### src/rtl/pwm_carrier_comparator.sv
// pwm_carrier_comparator: prescaled sawtooth/triangle carrier compared against a
// double-buffered [low, high) window, producing the raw complementary gate pair.
module pwm_carrier_comparator #(
    parameter int COUNTER_WIDTH = 16
) (
    input  logic                     clock,
    input  logic                     reset,
    input  logic                     enable,
    input  logic                     mode,
    input  logic [7:0]               prescale,
    input  logic [COUNTER_WIDTH-1:0] period,
    input  logic [COUNTER_WIDTH-1:0] compare_low,
    input  logic [COUNTER_WIDTH-1:0] compare_high,
    output logic [COUNTER_WIDTH-1:0] counter,
    output logic                     out_a,
    output logic                     out_b,
    output logic                     sync_out
);
    logic [7:0]               prescale_cnt;
    logic                     dir;
    logic [COUNTER_WIDTH-1:0] period_act;
    logic [COUNTER_WIDTH-1:0] low_act;
    logic [COUNTER_WIDTH-1:0] high_act;
    logic                     tick;
    logic                     down;
    logic                     wrap;
    logic                     in_win;
    logic                     dir_nx;
    logic [COUNTER_WIDTH-1:0] cnt_nx;

    // Out-of-range states (e.g. after an unsupported mode change) fall into the >= turn/wrap paths.
    always_comb begin
        tick   = prescale_cnt == prescale;
        down   = mode && (dir || counter >= period_act);
        wrap   = period_act == '0 || (mode ? down && counter <= COUNTER_WIDTH'(1) : counter >= period_act);
        cnt_nx = wrap ? '0 : down ? counter - 1'b1 : counter + 1'b1;
        dir_nx = !wrap && down;
        in_win = counter >= low_act && counter < high_act;
    end

    always_ff @(posedge clock) begin
        if (reset) begin
            prescale_cnt <= '0;
            counter      <= '0;
            dir          <= 1'b0;
            period_act   <= '0;
            low_act      <= '0;
            high_act     <= '0;
            out_a        <= 1'b0;
            out_b        <= 1'b0;
            sync_out     <= 1'b0;
        end else if (!enable) begin
            prescale_cnt <= '0;
            counter      <= '0;
            dir          <= 1'b0;
            period_act   <= period;
            low_act      <= compare_low;
            high_act     <= compare_high;
            out_a        <= 1'b0;
            out_b        <= 1'b0;
            sync_out     <= 1'b0;
        end else begin
            prescale_cnt <= tick ? '0 : prescale_cnt + 1'b1;
            out_a        <= in_win;
            out_b        <= !in_win;
            sync_out     <= tick && wrap;
            if (tick) begin
                counter <= cnt_nx;
                dir     <= dir_nx;
                if (wrap) begin
                    period_act <= period;
                    low_act    <= compare_low;
                    high_act   <= compare_high;
                end
            end
        end
    end
endmodule

### config.mk
export PLATFORM = sky130hd
export DESIGN_NAME = pwm_carrier_comparator
export DESIGN_NICKNAME = d
export VERILOG_FILES = /design/src/rtl/pwm_carrier_comparator.sv
export SDC_FILE = /design/constraint.sdc
export NUM_CORES = 1
export LEC_CHECK = 0
export ABC_AREA = 1
export BUFFER_PORTS_ARGS = -buffer_cell sky130_fd_sc_hd__buf_2
export CORE_MARGIN = 3
export CORE_UTILIZATION = 58
export CTS_BUF_LIST = sky130_fd_sc_hd__clkbuf_4 sky130_fd_sc_hd__clkbuf_8
export DETAILED_ROUTE_END_ITERATION = 16
export PLACE_DENSITY = 0.8
export REMOVE_ABC_BUFFERS = 1
export SETUP_SLACK_MARGIN = 0.15
export SYNTH_ARGS = -nofsm -noshare
export SYNTH_HDL_FRONTEND = slang
export SYNTH_SLANG_ARGS = --single-unit
### constraint.sdc
create_clock -name clock -period 3.42 [get_ports clock]
set_input_delay 0.684 -clock clock [delete_from_list [all_inputs] [get_ports clock]]
set_output_delay 0.684 -clock clock [all_outputs]
set_load 0.02 [all_outputs]
; Yosys cells after proc, flatten, opt, wreduce, memory -nomap -nowiden
; Index checks and enable logic that the tools add are counted.
[classes]
magnitude_cmp = 4
n_reduce_logical = 13
bitwise = 1
addsub = 3
muxes = 12
n_eq_ne = 3
[ops]
columns = operator, n
row1 = two-way mux 16 bit, 11
row2 = greater-or-equal comparator 16 bit, 2
row3 = adder 16 x 1 -> 16 bit (second input constant), 1
row4 = <= comparator 16 x 1 -> 1 bit (second input constant), 1
row5 = zero test 16 bit, 1
row6 = less-than comparator 16 bit, 1
row7 = subtractor 16 x 1 -> 16 bit (second input constant), 1
row8 = adder 8 x 1 -> 8 bit (second input constant), 1
row9 = equality test 8 bit, 1
row10 = logical AND 1 bit, 5
row11 = != test 2 x 1 -> 1 bit (second input constant), 2
row12 = OR reduction 3 bit, 1
row13 = zero test 1 bit, 2
row14 = logical OR 1 bit, 2
row15 = AND reduction 2 bit, 1
row16 = OR reduction 2 bit, 1
row17 = two-way mux 1 bit, 1
row18 = inverter 1 bit, 1
[word_totals]
output_inout_bits = 19
regBits = 76
inputBits = 60
word_cells = 45

; Depth between registers and ports, before layout
[logic_depth]
depth_word = 9
ltp_mapped = 19
mapped_depth_nobuf = 18

; Worst setup path before layout
; No wires, ideal clock.
[synth_path]
kind = register to register
startpoint = reg counter[0]
endpoint = reg high_act[10]
required_time_ps = 3307
n_path_buf = 2
period_less_slack_ps = 2227
setup_time_ps = 113
t_arrival_ps = 2114
path_stages_with_launch = 17
setup_slack_ps = 1193
cell_sequence = dfxtp_1 inv_2 ha_1 nand2_1 nor2_1 nor2_1 nand2_1 nand2_1 nand2_1 nand2_2 nand2_2 a21oi_4 nand3_4 buf_12 buf_8 a21oi_2 nor2_1
[synth_between]
elab_chain_len = 8
elab_cells_between_ends = 9
cone_classes = order compare (2) / eq/ne (1) / mux (1) / reduce/logical (5)
[synth_lines]
columns = item, line
row1 = from (decl), 14  ; output logic [COUNTER_WIDTH-1:0] counter,
row2 = from (signal assigned), 68  ; counter <= cnt_nx;
row3 = greater-or-equal comparator 16 bit, "34, 35"
row4 = logical OR 1 bit, 34  ; down = mode && (dir || counter >= period_act);
row5 = logical AND 1 bit, 34
row6 = logical AND 1 bit, 35  ; wrap = period_act == '0 || (mode ? down && counter <= COUNTER_WIDTH'(1) : counter >= period_act);
row7 = two-way mux 1 bit *, 35
row8 = logical OR 1 bit *, 35
row9 = != test 2 x 1 -> 1 bit (no source line) *, -
row10 = AND reduction 2 bit (no source line) *, -
row11 = to (signal assigned), 58  ; high_act <= compare_high;
row12 = to (signal assigned), 73  ; high_act <= compare_high;
row13 = to (decl), 23  ; logic [COUNTER_WIDTH-1:0] high_act;
; Mark *: on every way between the ends. The rest lies on a longest branch, timed or not.
; A chain may end at the register's enable or synchronous reset.

; Worst setup path in the final report
[layout_path]
startpoint = reg counter[0]
endpoint = reg high_act[14]
; Same word-level chain as after synthesis.

==> flow_metrics.env <==
export IMPL_nFillCells=826
export IMPL_synth_seq_cells=76
export IMPL_clk_latency_ns=0.37
export IMPL_hpwlAfterDp_mm=9.93
export IMPL_max_freq_mhz=346
export IMPL_ys_async_sr_fraction_pct=0
export IMPL_synth_top_family_by_area="simple AND/OR/NAND/NOR gates"
export IMPL_synth_compound_area_share_pct=12.5
export IMPL_multi_input_area_um2=3130
export IMPL_initial_core_util_pct=60.9
export IMPL_place_congestion=0.892
export IMPL_postSynthCellCount=808
export IMPL_yosys_area_share_simple_pct=32.0
export IMPL_grt_pass1_vias=4971
export IMPL_place_inst=976
export IMPL_num_vias=5205
export IMPL_drc=0
export IMPL_fin_area_um2=6050
export IMPL_synth_flop_cell="dfxtp_1"
export IMPL_yosysTopAreaCell="dfxtp_1"
export IMPL_grt_start_max_net_pins=41
export IMPL_synth_top_area_share_pct=28.1
export IMPL_hp_class="reg -> reg"
export IMPL_rsz0062_at_grt="no"
export IMPL_overflow=0
export IMPL_fin_skew_ns=0.0134
export IMPL_grt_total_usage_pct=26.0
export IMPL_min_from="prescale_cnt[0]"
export IMPL_die_y_um=103
export IMPL_min_period_ns=2.89
export IMPL_cts_repair_resized=0
export IMPL_wl_per_cell_um=13.2
export IMPL_clockRootBuffer="clkbuf_8"
export IMPL_ys_seq_area_share_pct=28.1
export IMPL_antenna_left=0
export IMPL_synthMuxAreaShare_pct=0
export IMPL_cts_max_path_buffers=2
export IMPL_worst_slack_ns=0.532
export IMPL_synth_cell_types=40
export IMPL_place_worst_setup_slack_ns=0.581
export IMPL_die_w_um=103
export IMPL_regArea_um2=1520
export IMPL_powerDensity_nw_per_um2=363
export IMPL_postCtsSetupBuffers=0
export IMPL_r2r_end="high_act[14]"
export IMPL_io_buffers=78
export IMPL_holdPathEnd="prescale_cnt[0]"
export IMPL_grt_pass1_wl_mm=21.8
export IMPL_worstSetupPathType="reg -> reg"
export IMPL_ir_drop_mv=0.205
export IMPL_synth_edff_count=0
export IMPL_arrival_ns=3.15
export IMPL_drt_iter0_drc=308
export IMPL_final_instance_count_excl_fill=991
export IMPL_clkTransAtPathRegs_ns=0.08
export IMPL_yosys_area_share_xor_xnor_pct=1.29
export IMPL_htreeDepth=3
export IMPL_drt_pass1_iterations=5
export IMPL_synth_warnings=0
export IMPL_place_area_um2=5860
export IMPL_syn2layout_area_growth_pct=11.7
export IMPL_outcome="finished, final reports clean"
export IMPL_n_antenna_cell=0
export IMPL_worstSetupEndpointType="flop"
export IMPL_cp_start_kind="flop"
export IMPL_crit_required_ns=3.69
export IMPL_slew_violations=0
export IMPL_relSlewSlack_pct=64.4
export IMPL_rr_worst_depth=15
export IMPL_routed_wl_mm=13.1
export IMPL_tightest_slew_ns=0.533
export IMPL_leakage_uw=0.00315
export IMPL_post_route_period_util_pct=84.4
export IMPL_synth_fa_ha_area_share_pct=11.8
export IMPL_cts_tree="built"
export IMPL_syn_area_per_cell_um2=6.70
export IMPL_worstHoldPathCells=1
export IMPL_cts_buffers=9
export IMPL_setup_viol=0
export IMPL_ctsHoldBuffers=0
export IMPL_worstPathMaxFanout=30
export IMPL_synth_area_leaders="dfxtp_1, ha_1, nand2_1"
export IMPL_r2r_setup_slack_ns=0.53
export IMPL_grt_antenna_before_repair=0
export IMPL_synthesis_area_um2=5410
export IMPL_fin_hold_ws_ns=0.479
export IMPL_cts_num_sinks=76
export IMPL_nets=990
export IMPL_num_io_pins=79
export IMPL_die_area_um2=10500
export IMPL_core_area_um2=8890
export IMPL_rows=34
export IMPL_via_per_inst=5.25
export IMPL_r2r_start="counter[0]"
export IMPL_drive_above_1_share_pct=18.7
export IMPL_drv_cap=0
export IMPL_hold_viol_final=0
export IMPL_power_uw=2190
## state kept, by name, indices dropped and copies added (netlist names)
| name | cells |
|---|---|
| high_act | 16 |
| out_b | 1 |
| period_act | 16 |
| counter | 16 |
| out_a | 1 |
| low_act | 16 |
| dir | 1 |
| sync_out | 1 |
| prescale_cnt | 8 |
## through the flow
stage | util [%] | TNS [ns]
finish | 68.0 | 0
CTS | 68.0 | 0
floorplan | - | -12.26
global placement | 65.9 | 0
detailed placement | 65.9 | 0
global route | 68.0 | 0
## cells by family (layout without fill, tap and decap cells)
kind of cell             after synthesis  count (layout)
AND/OR/NAND/NOR                      396             396
buffers and inverters                179             254
AO/OA/AOI/OAI                         98              98
flip-flops                            76              76
adder cells (fa/ha/maj)               51              51
XOR/XNOR                               8               8
## area by class of cell
cell class,instances,area share [%]
flip-flops and latches,76,25.2
repair buffers,93,8.73
inverters,146,9.06
clock inverters,4,0.848
multi-input cells,553,51.7
clock buffers,11,2.30
well taps,108,2.23
## worst max-delay path, stage by stage, from the launching register on
cell	delay, ns
dfxtp_1	0.51
inv_2	0.14
ha_1	0.31
nand2_1	0.08
nor2_1	0.04
nor2_1	0.07
nand2_1	0.05
nand2_1	0.05
nand2_1	0.06
nand2_2	0.09
nand3_4	0.18
nand3_2	0.16
nand3_4	0.35
buf_4	0.40
a21oi_1	0.20
nor2_1	0.06
## layer usage
metal / share of wire, % / track usage, % / routed length [um]
met1: 44 / 32.8 / 5790
met2: 48 / 44.2 / 6320
met3: 5.7 / 4.26 / 742
met4: 1.8 / 10.5 / 237
met5: 0 / 0 / 0
## power by group
part / internal (uW) / leakage, uW / switching (uW)
Clock: 350 / 0.0000962 / 352
Combinational: 196 / 0.00243 / 308
Sequential: 947 / 0.000623 / 41.9
## cells in the mapped netlist, types with 4 or more instances
cell / instances
nand4_1: 8
xor2_1: 4
nor4_1: 4
inv_1: 144
dfxtp_1: 76
a21oi_2: 40
clkbuf_1: 12
a21oi_1: 36
nor3_1: 10
buf_2: 10
nand3_1: 95
ha_1: 51
buf_4: 5
nand2_1: 164
xnor2_1: 4
nor2_1: 99
o21ai_0: 9
## layout by cell type (no fill, tap or decap), types with 2 or more instances in the layout
cell type / instances
nand2_1: 163
inv_1: 144
nor2_1: 99
nand3_1: 95
buf_2: 78
dfxtp_1: 76
ha_1: 51
a21oi_2: 40
a21oi_1: 36
buf_4: 13
nor3_1: 10
o21ai_0: 9
clkbuf_8: 9
nand4_1: 8
nor4_1: 4
xnor2_1: 4
xor2_1: 4
nand2_2: 3
o21ai_1: 3
inv_2: 2
a21oi_4: 2
nand3_4: 2
nor2_2: 2
nand3_2: 2
nand3b_1: 2
o22ai_1: 2
clkbuf_4: 2
buf_12: 2
## how the worst max path moves through the flow
stage,from,end
global route,counter[0],high_act[14]
floorplan,prescale[6],high_act[14]
CTS,counter[0],high_act[14]
finish,counter[0],high_act[14]
detailed placement,counter[0],high_act[14]
global placement,counter[0],high_act[14]
Note: power is estimated with default switching activity, not from simulation.
